==> src/rtl/cpu_pkg.sv <==
// Shared CPU definitions: instruction layout, opcode values and the fetch
// state encoding used by the instruction fetch datapath.
//   INSTR_BYTES          bytes per instruction
//   OPC_LSB/OPA_LSB/OPB_LSB  bit positions of opcode / operand A / operand B
//   fetch_state_t        fetch sequencer states
//   cnt_width()          width of a counter that indexes 0..n-1 (minimum 1 bit)
package cpu_pkg;

    localparam int unsigned INSTR_BYTES = 3;

    localparam int unsigned OPC_LSB = 0;
    localparam int unsigned OPA_LSB = 8;
    localparam int unsigned OPB_LSB = 16;

    localparam logic [7:0] STR_IMM = 8'h01;
    localparam logic [7:0] LOA_IMM = 8'h02;
    localparam logic [7:0] ADD     = 8'h03;
    localparam logic [7:0] SUB     = 8'h04;
    localparam logic [7:0] JMP     = 8'h05;
    localparam logic [7:0] HLT     = 8'hFF;

    typedef enum logic [1:0] {
        FETCH_IDLE = 2'd0,
        FETCH_REQ  = 2'd1,
        FETCH_WAIT = 2'd2,
        FETCH_DONE = 2'd3
    } fetch_state_t;

    function automatic int unsigned cnt_width(input int unsigned n);
        return (n > 1) ? $clog2(n) : 1;
    endfunction

endpackage

==> src/rtl/instr_fetch_unit_ir_assembler.sv <==
// ir_assembler: collects instruction bytes into a shadow register and commits
// the whole instruction word to the IR in a single edge.
//   clk, rst      clock / synchronous active-high reset
//   start         clear the byte counter at the start of a fetch
//   capture       byte_in is valid; store it at byte position cnt
//   commit        copy shadow to command_word, pulse ir_valid next cycle
//   byte_in       instruction byte from program memory
//   cnt           index of the byte currently being fetched
//   last          cnt addresses the final byte of the instruction
//   command_word  instruction register (byte 0 in the low bits)
//   ir_valid      one-cycle pulse coincident with a new command_word
module ir_assembler
    import cpu_pkg::*;
#(
    parameter int unsigned DATA_W      = 8,
    parameter int unsigned INSTR_BYTES = cpu_pkg::INSTR_BYTES,
    localparam int unsigned CNT_W      = cnt_width(INSTR_BYTES)
) (
    input  logic                          clk,
    input  logic                          rst,
    input  logic                          start,
    input  logic                          capture,
    input  logic                          commit,
    input  logic [DATA_W-1:0]             byte_in,
    output logic [CNT_W-1:0]              cnt,
    output logic                          last,
    output logic [INSTR_BYTES*DATA_W-1:0] command_word,
    output logic                          ir_valid
);

    logic [INSTR_BYTES*DATA_W-1:0] shadow;

    assign last = (cnt == CNT_W'(INSTR_BYTES - 1));

    always_ff @(posedge clk) begin
        if (rst) begin
            cnt          <= '0;
            shadow       <= '0;
            command_word <= '0;
            ir_valid     <= 1'b0;
        end else begin
            ir_valid <= commit;

            if (start) begin
                cnt <= '0;
            end else if (capture && !last) begin
                cnt <= cnt + CNT_W'(1);
            end

            if (capture) begin
                for (int unsigned i = 0; i < INSTR_BYTES; i++) begin
                    if (cnt == CNT_W'(i)) begin
                        shadow[i*DATA_W +: DATA_W] <= byte_in;
                    end
                end
            end

            // IR only changes here, so it never shows a partly fetched instruction.
            if (commit) begin
                command_word <= shadow;
            end
        end
    end

endmodule

==> src/rtl/instr_fetch_unit.sv <==
// instr_fetch_unit: datapath side of instruction fetch. Owns PC, MAR and IR,
// reads an instruction byte-by-byte from program memory when the control unit
// asks for it and presents the assembled command_word.
//   clk, rst      clock / synchronous active-high reset
//   pc_load       PC <= pc_load_val (wins over pc_inc)
//   pc_load_val   jump target
//   pc_inc        PC <= PC + INSTR_BYTES
//   mar_load      MAR <= PC (value before this cycle's PC update)
//   ir_load       start a fetch at MAR (ignored while busy)
//   mem_rd        one-cycle read request
//   mem_addr      read address, valid with mem_rd
//   mem_rdata     read data, valid with mem_rvalid
//   mem_rvalid    read response
//   command_word  IR: [7:0] opcode, [15:8] operand A, [23:16] operand B
//   ir_valid      one-cycle pulse when command_word has just been updated
//   busy          fetch in progress
//   pc            current program counter
module instr_fetch_unit
    import cpu_pkg::*;
#(
    parameter int unsigned       ADDR_W      = 8,
    parameter int unsigned       DATA_W      = 8,
    parameter int unsigned       INSTR_BYTES = cpu_pkg::INSTR_BYTES,
    parameter logic [ADDR_W-1:0] PC_RESET    = '0
) (
    input  logic                          clk,
    input  logic                          rst,
    input  logic                          pc_load,
    input  logic [ADDR_W-1:0]             pc_load_val,
    input  logic                          pc_inc,
    input  logic                          mar_load,
    input  logic                          ir_load,
    output logic                          mem_rd,
    output logic [ADDR_W-1:0]             mem_addr,
    input  logic [DATA_W-1:0]             mem_rdata,
    input  logic                          mem_rvalid,
    output logic [INSTR_BYTES*DATA_W-1:0] command_word,
    output logic                          ir_valid,
    output logic                          busy,
    output logic [ADDR_W-1:0]             pc
);

    localparam int unsigned CNT_W = cnt_width(INSTR_BYTES);

    fetch_state_t      state, state_nxt;
    logic [ADDR_W-1:0] mar;
    logic [ADDR_W-1:0] fetch_base;
    logic [CNT_W-1:0]  cnt;
    logic              last;
    logic              start;
    logic              capture;
    logic              commit;

    // PC and MAR update in every state; MAR samples PC before this edge's update.
    always_ff @(posedge clk) begin
        if (rst) begin
            pc  <= PC_RESET;
            mar <= '0;
        end else begin
            if (mar_load) begin
                mar <= pc;
            end
            if (pc_load) begin
                pc <= pc_load_val;
            end else if (pc_inc) begin
                pc <= pc + ADDR_W'(INSTR_BYTES);
            end
        end
    end

    // The fetch base is frozen at ir_load so a later mar_load cannot redirect
    // the bytes still to be read; it also gives mar_load+ir_load the old MAR.
    always_ff @(posedge clk) begin
        if (rst) begin
            state      <= FETCH_IDLE;
            fetch_base <= '0;
        end else begin
            state <= state_nxt;
            if (start) begin
                fetch_base <= mar;
            end
        end
    end

    always_comb begin
        state_nxt = state;
        start     = 1'b0;
        capture   = 1'b0;
        commit    = 1'b0;
        mem_rd    = 1'b0;
        mem_addr  = '0;
        case (state)
            FETCH_IDLE: begin
                if (ir_load) begin
                    start     = 1'b1;
                    state_nxt = FETCH_REQ;
                end
            end
            FETCH_REQ: begin
                mem_rd    = 1'b1;
                mem_addr  = fetch_base + ADDR_W'(cnt);
                state_nxt = FETCH_WAIT;
            end
            FETCH_WAIT: begin
                if (mem_rvalid) begin
                    capture   = 1'b1;
                    state_nxt = last ? FETCH_DONE : FETCH_REQ;
                end
            end
            FETCH_DONE: begin
                commit    = 1'b1;
                state_nxt = FETCH_IDLE;
            end
            default: state_nxt = FETCH_IDLE;
        endcase
    end

    assign busy = (state != FETCH_IDLE);

    ir_assembler #(
        .DATA_W      (DATA_W),
        .INSTR_BYTES (INSTR_BYTES)
    ) u_ir_assembler (
        .clk          (clk),
        .rst          (rst),
        .start        (start),
        .capture      (capture),
        .commit       (commit),
        .byte_in      (mem_rdata),
        .cnt          (cnt),
        .last         (last),
        .command_word (command_word),
        .ir_valid     (ir_valid)
    );

endmodule

==> config.mk <==
export PLATFORM = sky130hd
export DESIGN_NAME = instr_fetch_unit
export DESIGN_NICKNAME = d
export VERILOG_FILES = /design/src/rtl/cpu_pkg.sv /design/src/rtl/instr_fetch_unit_ir_assembler.sv /design/src/rtl/instr_fetch_unit.sv
export SDC_FILE = /design/constraint.sdc
export NUM_CORES = 1
export LEC_CHECK = 0
export BUFFER_PORTS_ARGS = -buffer_cell sky130_fd_sc_hd__buf_4
export CAP_MARGIN = 20
export CELL_PAD_IN_SITES_DETAIL_PLACEMENT = 1
export CELL_PAD_IN_SITES_GLOBAL_PLACEMENT = 1
export CORE_MARGIN = 3
export CORE_UTILIZATION = 41
export DETAILED_ROUTE_END_ITERATION = 8
export HOLD_SLACK_MARGIN = 0.08
export PLACE_DENSITY = 0.79
export REMOVE_ABC_BUFFERS = 1
export SLEW_MARGIN = 20
export SYNTH_ARGS = -nofsm -noshare
export SYNTH_HDL_FRONTEND = slang
export SYNTH_HIERARCHICAL = 1
export SYNTH_SLANG_ARGS = --single-unit
==> constraint.sdc <==
create_clock -name clk -period 1.92 [get_ports clk]
set_clock_uncertainty 0.2 [all_clocks]
set_input_delay 0.192 -clock clk [delete_from_list [all_inputs] [get_ports clk]]
set_output_delay 0.192 -clock clk [all_outputs]
set_load 0.05 [all_outputs]
==> flow_metrics.env, run 1 <==
export IMPL_outcome="complete, but fails checks"
export IMPL_failed_checks="setup timing"
export IMPL_p_sw_share_pct=26.1
export IMPL_initial_core_util_pct=43.3
export IMPL_p_sw_mw=0.846
export IMPL_crit_end="mem_addr[3]"
export IMPL_clock_power_share_pct=37.3
export IMPL_seq_area_frac_synth_pct=48.1
export IMPL_total_leakage_power_nw=1.69
export IMPL_final_util_pct=59.2
export IMPL_timing_critical_path_to_type="output port"
export IMPL_cts_max_level=3
export IMPL_intPower_mw=2.39
export IMPL_max_slew_margin_rel_pct=75.2
export IMPL_fillers=863
export IMPL_cts_root_buffer="clkbuf_8"
export IMPL_grt_ovfl_total=0
export IMPL_io_buffer_count=65
export IMPL_crit_type="flip-flop to output port"
export IMPL_cap_viol_max_count=0
export IMPL_row_count=31
export IMPL_crit_start="fetch_base[1]$_SDFFE_PP0P_"
export IMPL_slew_violations=0
export IMPL_ys_seq_elements=77
export IMPL_worstPathRequired_ns=1.53
export IMPL_final_cells=548
export IMPL_die_w_um=94.4
export IMPL_syn_area_per_cell_um2=9.14
export IMPL_fin_ws_ns=-0.314
export IMPL_clk_pin_slew_ns=0.08
export IMPL_synth_area_leader_cell="dfxtp_1"
export IMPL_drt_iter0_drc=76
export IMPL_synth_cells=351
export IMPL_yosys_warnings=6
export IMPL_yosysTopAreaCellShare_pct=48.1
export IMPL_grt_usage_pct=19.9
export IMPL_num_antenna_cells=0
export IMPL_dieArea_mm2=0.00892
export IMPL_worstRegToRegCells=3
export IMPL_synthFlopType="dfxtp_1"
export IMPL_placed_cells=507
export IMPL_wl_per_cell_um=15.9
export IMPL_synth_edff_count=0
export IMPL_worst_slew_pin_slew_ns=0.369
export IMPL_remaining_drc_errors=0
export IMPL_detailedPlacementHpwl_um=5700
export IMPL_netlist_top_cells_area="dfxtp_1 48%, mux2i_1 13%, nor2_1 5.4%"
export IMPL_final_hold_viol_count=0
export IMPL_clock_latency_ns=0.34
export IMPL_vias=2837
export IMPL_seq_power_share_pct=51.3
export IMPL_dp_slack_ns=-0.0185
export IMPL_r2r_start="pc[7]$_SDFFE_PP0P_"
export IMPL_layout_common_cells="71 x buf_4, 68 x dfxtp_1, 46 x nor2_1, 42 x mux2i_1, 33 x nand2_1"
export IMPL_cts_made_buffers=9
export IMPL_core_mm2=0.00741
export IMPL_routed_wl_um=8690
export IMPL_power_density_mw_per_mm2=739
export IMPL_ant_nets=0
export IMPL_finalCritPeriodShare_pct=116
export IMPL_max_freq_mhz=448
export IMPL_irDropWorstVdd_v=0.000380
export IMPL_grt_pass1_wl_um=14000
export IMPL_clockBufferDepth=2
export IMPL_power_mw=3.24
export IMPL_min_path_type="flip-flop to flip-flop"
export IMPL_nets=475
export IMPL_tritoncts="yes"
export IMPL_p_comb_share_pct=11.3
export IMPL_drive_gt1_share_pct=26.3
export IMPL_grt_pass1_vias=2936
export IMPL_drt_first_pass_iters=4
export IMPL_clock_sinks=77
export IMPL_reg2reg_setup_slack_ns=0.32
export IMPL_worstPathMaxFanout=4
export IMPL_layout_min_cycle_time_ns=2.23
export IMPL_arrival_ns=1.84
export IMPL_routabilityCongestion=0.776
export IMPL_avgViaCountPerCell=5.18
export IMPL_die_h_um=94.4
export IMPL_syn_area_mm2=0.00321
export IMPL_rsz0062_at_grt="true"
export IMPL_setup_viol=7
export IMPL_async_reset_ff_share_pct=0
export IMPL_antenna_found_initial=0
export IMPL_ys_types=40
export IMPL_final_common_cell="buf_4"
export IMPL_r2r_end="pc[7]$_SDFFE_PP0P_"
export IMPL_syn_to_final_growth_pct=36.8
export IMPL_io_pins=66
export IMPL_grt_max_degree=79
export IMPL_worst_setup_path_start_kind="flip-flop"
## routing by layer
| metal | vias up | track usage, % | part of all wire (%) | routed length (µm) |
|---|---|---|---|---|
| li1 | 1390 | - | - | - |
| met1 | 1363 | 23.0 | 43 | 3740 |
| met2 | 68 | 36.0 | 51 | 4440 |
| met3 | 16 | 5.50 | 3.9 | 338 |
| met4 | 0 | 5.66 | 1.9 | 166 |
| met5 | - | 0 | 0 | 0 |
## worst min path at each step
stage	start	end	slack (ns)	depth (start not counted)
final	u_ir_assembler/shadow[17]$_SDFFE_PP0P_	u_ir_assembler/shadow[17]$_SDFFE_PP0P_	0.26	2
after global routing	u_ir_assembler/shadow[11]$_SDFFE_PP0P_	u_ir_assembler/shadow[11]$_SDFFE_PP0P_	0.29	2
after CTS	u_ir_assembler/shadow[17]$_SDFFE_PP0P_	u_ir_assembler/shadow[17]$_SDFFE_PP0P_	0.27	2
after detailed placement	u_ir_assembler/shadow[1]$_SDFFE_PP0P_	u_ir_assembler/shadow[1]$_SDFFE_PP0P_	0.25	2
after global placement	u_ir_assembler/shadow[18]$_SDFFE_PP0P_	u_ir_assembler/shadow[18]$_SDFFE_PP0P_	0.24	2
after floorplan	rst	pc[0]$_SDFFE_PP0P_	0.06	1
## logic make-up after synthesis
logic type	count (synthesis)	synth area share, %
multiplexers	42	13.1
flip-flops	77	48.1
AO/OA/AOI/OAI	52	9.13
buffers and inverters	32	5.11
XOR/XNOR	6	1.64
adder cells (fa/ha/maj)	8	3.36
AND/OR/NAND/NOR	134	19.6
## worst max-delay path, stage by stage, from the launching register on
cell,delay (ns)
dfxtp_2,0.35
ha_4,0.26
a21oi_2,0.07
buf_4,0.14
or3_4,0.34
a21oi_4,0.16
buf_6,0.17
## power groups by stage
| stage | logic [mW] | clock network [mW] | registers, mW |
|---|---|---|---|
| 2_1_floorplan | 0.122 | 0 | 1.73 |
| 3_3_place_gp | 0.312 | 0 | 1.70 |
| 3_5_place_dp | 0.318 | 0 | 1.70 |
| 4_1_cts | 0.363 | 1.25 | 1.66 |
| 5_1_grt | 0.393 | 1.32 | 1.67 |
| 6_report | 0.367 | 1.21 | 1.66 |
## state kept, by name (all words and copies together) (netlist names)
register and cells:
u_ir_assembler/ir_valid 1, state 2, u_ir_assembler/shadow 24, fetch_base 8, mar 8, u_ir_assembler/cnt 2
pc 8, u_ir_assembler/command_word 24
## cell type report
| class | count | area (µm²) | share of cell area [%] |
|---|---|---|---|
| clock buffer | 11 | 131 | 3.00 |
| clock inverter | 5 | 60.1 | 1.37 |
| inverter | 9 | 33.8 | 0.770 |
| multi-input combinational | 242 | 1580 | 35.9 |
| sequential | 77 | 1560 | 35.5 |
| tap | 99 | 124 | 2.82 |
| timing repair buffer | 105 | 906 | 20.7 |
## through the flow
stage	hold slack, ns	instance area [µm²]	TNS (ns)
floorplan	0.0611	3080	-2.73
global placement	0.244	3830	0
detailed placement	0.249	3830	-0.0270
CTS	0.267	4340	-1.90
global route	0.287	4390	-2.34
finish	0.262	4390	-1.78
## synth_stat cells, types with 2 or more instances
cell,instances
xor2_1,4
nor3_1,3
nand2b_1,2
or3_1,5
o21ai_0,7
a311oi_1,2
nor3b_1,2
inv_1,8
nand2_1,33
nand3_1,27
a21oi_1,34
xnor2_1,2
nor2_1,46
ha_1,7
dfxtp_1,77
o31ai_1,2
buf_4,2
buf_2,10
or4_1,2
a211oi_1,2
o31a_1,2
and2_1,3
mux2i_1,42
buf_6,3
buf_1,2
clkbuf_1,5
o211ai_1,3
nand4_1,2
## what timing repair did
| action | CTS | global route |
|---|---|---|
| endpoints found under the setup margin | 8 | 8 |
| setup buffers | 0 | 0 |
| pin swaps | 8 | 4 |
| hold buffers | 25 | 0 |
| gates resized for setup | 18 | 14 |
| endpoints found under the hold margin | 42 | 0 |
(Power assumes the default switching activity.)
==> inputs of run 2 (changes only) <==
Settings changed: CAP_MARGIN 20 to not set, CORE_UTILIZATION 41 to 40, SYNTH_HIERARCHICAL 1 to not set, TNS_END_PERCENT set to 10.
==> flow_metrics.env, run 2 <==
export IMPL_timing_critical_path_to_type="output port"
export IMPL_cts_made_buffers=9
export IMPL_final_common_cell="nand2_1"
export IMPL_final_seq_area_mm2=0.00155
export IMPL_drive_gt1_share_pct=24.4
export IMPL_cts_max_level=3
export IMPL_syn_to_final_growth_pct=36.4
export IMPL_setup_viol=7
export IMPL_detailedPlacementHpwl_um=5680
export IMPL_routed_wl_um=8990
export IMPL_clock_latency_ns=0.35
export IMPL_avgViaCountPerCell=5.20
export IMPL_layout_min_cycle_time_ns=2.22
export IMPL_core_mm2=0.00745
export IMPL_yosys_top_cells_count="103 x nand2_1, 77 x dfxtp_1, 58 x a21oi_1"
export IMPL_num_antenna_cells=0
export IMPL_worst_slew_pin_slew_ns=0.418
export IMPL_die_h_um=94.9
export IMPL_postLayoutCellArea_mm2=0.00431
export IMPL_irDropWorstVdd_v=0.000460
export IMPL_outcome="complete, but fails checks"
export IMPL_min_path_type="flip-flop to flip-flop"
export IMPL_arrival_ns=1.83
export IMPL_max_slew_margin_rel_pct=72.1
export IMPL_yosysMostFrequentCell="nand2_1"
export IMPL_seq_power_share_pct=49.6
export IMPL_clock_sinks=77
export IMPL_remaining_drc_errors=0
export IMPL_worstPathRequired_ns=1.53
export IMPL_maxUsedRoutingLayer="met4"
export IMPL_grt_pass1_vias=3000
export IMPL_final_hold_viol_count=0
export IMPL_clk_pin_slew_ns=0.08
export IMPL_grt_pass1_wl_um=14700
export IMPL_die_w_um=94.9
export IMPL_synth_area_leader_cell="dfxtp_1"
export IMPL_max_freq_mhz=451
export IMPL_power_density_mw_per_mm2=780
export IMPL_ys_types=37
export IMPL_synthFlopType="dfxtp_1"
export IMPL_layout_common_cells="103 x nand2_1, 72 x buf_4, 68 x dfxtp_1, 55 x a21oi_1"
export IMPL_worst_setup_path_start_kind="flip-flop"
export IMPL_ant_nets=0
export IMPL_cts_root_buffer="clkbuf_8"
export IMPL_reg_top3="u_ir_assembler.command_word: 24 flops, u_ir_assembler.shadow: 24 flops"
export IMPL_p_sw_mw=0.853
export IMPL_syn_area_mm2=0.00316
export IMPL_syn_area_per_cell_um2=8.33
export IMPL_p_sw_share_pct=25.4
export IMPL_wl_per_cell_um=15.8
export IMPL_dpl_cell_area_mm2=0.00377
export IMPL_grt_ovfl_total=0
export IMPL_fillers=897
export IMPL_drt_first_pass_iters=4
export IMPL_failed_checks="setup timing"
export IMPL_wl_met2_um=4860
export IMPL_seq_area_frac_synth_pct=48.8
export IMPL_finalCritPeriodShare_pct=115
export IMPL_yosys_warnings=0
export IMPL_antenna_found_initial=0
export IMPL_yosysTopAreaCellShare_pct=48.8
export IMPL_slew_violations=0
export IMPL_async_reset_ff_share_pct=0
export IMPL_worstPathMaxFanout=3
export IMPL_grt_usage_pct=21.3
export IMPL_drt_iter0_drc=72
export IMPL_total_leakage_power_nw=1.66
export IMPL_multi_input_area_mm2=0.00152
export IMPL_fin_ws_ns=-0.297
export IMPL_cap_viol_max_count=0
export IMPL_met3_length_um=403
export IMPL_initial_core_util_pct=42.4
export IMPL_crit_type="flip-flop to output port"
export IMPL_grt_max_degree=43
export IMPL_clockBufferDepth=2
export IMPL_row_count=31
export IMPL_clock_power_share_pct=39.7
export IMPL_io_buffer_count=65
export IMPL_synth_cells=379
export IMPL_netlist_top_cells_area="dfxtp_1 49%, nand2_1 12%, a21oi_1 9.2%"
export IMPL_rsz0062_at_grt="true"
export IMPL_tritoncts="yes"
export IMPL_io_pins=66
export IMPL_ys_seq_elements=77
export IMPL_synth_edff_count=0
export IMPL_tns_ns=-1.66
export IMPL_vias=2962
export IMPL_intPower_mw=2.50
export IMPL_dieArea_mm2=0.00900
export IMPL_p_comb_share_pct=10.7
export IMPL_nets=497
export IMPL_routabilityCongestion=0.800
export IMPL_met1_length_um=3600
export IMPL_whs_ns=0.255
[run 2: cell types whose count changed after synthesis, sizes merged, moves of 10 or more]
cell    before  now
clkbuf       6   16
a21oi       34   58
nand2       33  103
nand3       27    3
mux2i       42   18
nor2        46   23
[run 2: final timing paths]
path	slack, ns	depth (start not counted)	to	from
worst min-delay path	0.25	2	u_ir_assembler.command_word[10]$_SDFFE_PP0P_	u_ir_assembler.shadow[10]$_SDFFE_PP0P_
worst max register to register	0.11	6	u_ir_assembler.cnt[1]$_SDFFE_PP0P_	u_ir_assembler.cnt[0]$_SDFFE_PP0P_
worst max-delay path	-0.30	6	mem_addr[6]	u_ir_assembler.cnt[0]$_SDFFE_PP0P_
worst min register to register	0.25	2	u_ir_assembler.command_word[10]$_SDFFE_PP0P_	u_ir_assembler.shadow[10]$_SDFFE_PP0P_
[run 2: stage by stage]
| step | std cells | power, mW | utilization, % | setup slack, ns |
|---|---|---|---|---|
| 2_1_floorplan | 354 | 1.85 | - | -0.451 |
| 3_3_place_gp | 532 | 2.00 | 50.7 | 0.0297 |
| 3_5_place_dp | 532 | 2.01 | 50.7 | -0.0339 |
| 4_1_cts | 570 | 3.39 | 57.5 | -0.333 |
| 5_1_grt | 570 | 3.50 | 57.8 | -0.385 |
| 6_report | 570 | 3.36 | 57.8 | -0.297 |
[run 2: cells by family after synthesis]
family                     share of synthesized area, %
AOI/OAI and AO/OA                                  13.1
xor gates and xnor gates                           1.66
adders and majority gates                          3.01
buffers and inverters                              4.68
DFF                                                48.8
muxes                                              5.71
and+or+nand+nor                                    23.1
[run 2: layout make-up]
cell class | count | share of cell area [%]
Clock buffer | 9 | 2.88
Timing Repair Buffer | 102 | 20.0
Sequential cell | 77 | 36.1
Tap cell | 99 | 2.88
Inverter | 9 | 0.784
Clock inverter | 6 | 2.06
Multi-Input combinational cell | 268 | 35.3
[run 2: repair_timing]
action                     CTS  global route
hold buffers                23             0
setup endpoints to repair    9             8
hold endpoints to repair    42             0
pin swaps                    8             2
gates resized for setup     18             9
buffers inserted             0             0
[run 2: power groups by stage]
stage | Sequential [mW] | Clock, mW | Combinational (mW)
floorplan | 1.74 | 0 | 0.115
global placement | 1.70 | 0 | 0.305
detailed placement | 1.70 | 0 | 0.313
CTS | 1.66 | 1.37 | 0.357
global route | 1.67 | 1.44 | 0.387
finish | 1.67 | 1.33 | 0.359
[run 2: routing by layer]
layer	track usage [%]	vias up
li1	-	1447
met1	23.7	1429
met2	39.0	76
met3	6.14	10
met4	6.37	0
met5	0	-
[run 2: worst max-delay path: stages (launching register included)]
cell     delay [ns]
dfxtp_2        0.36
ha_4           0.15
fa_2           0.22
nand2_1        0.07
or3_1          0.33
a21oi_2        0.16
buf_6          0.17
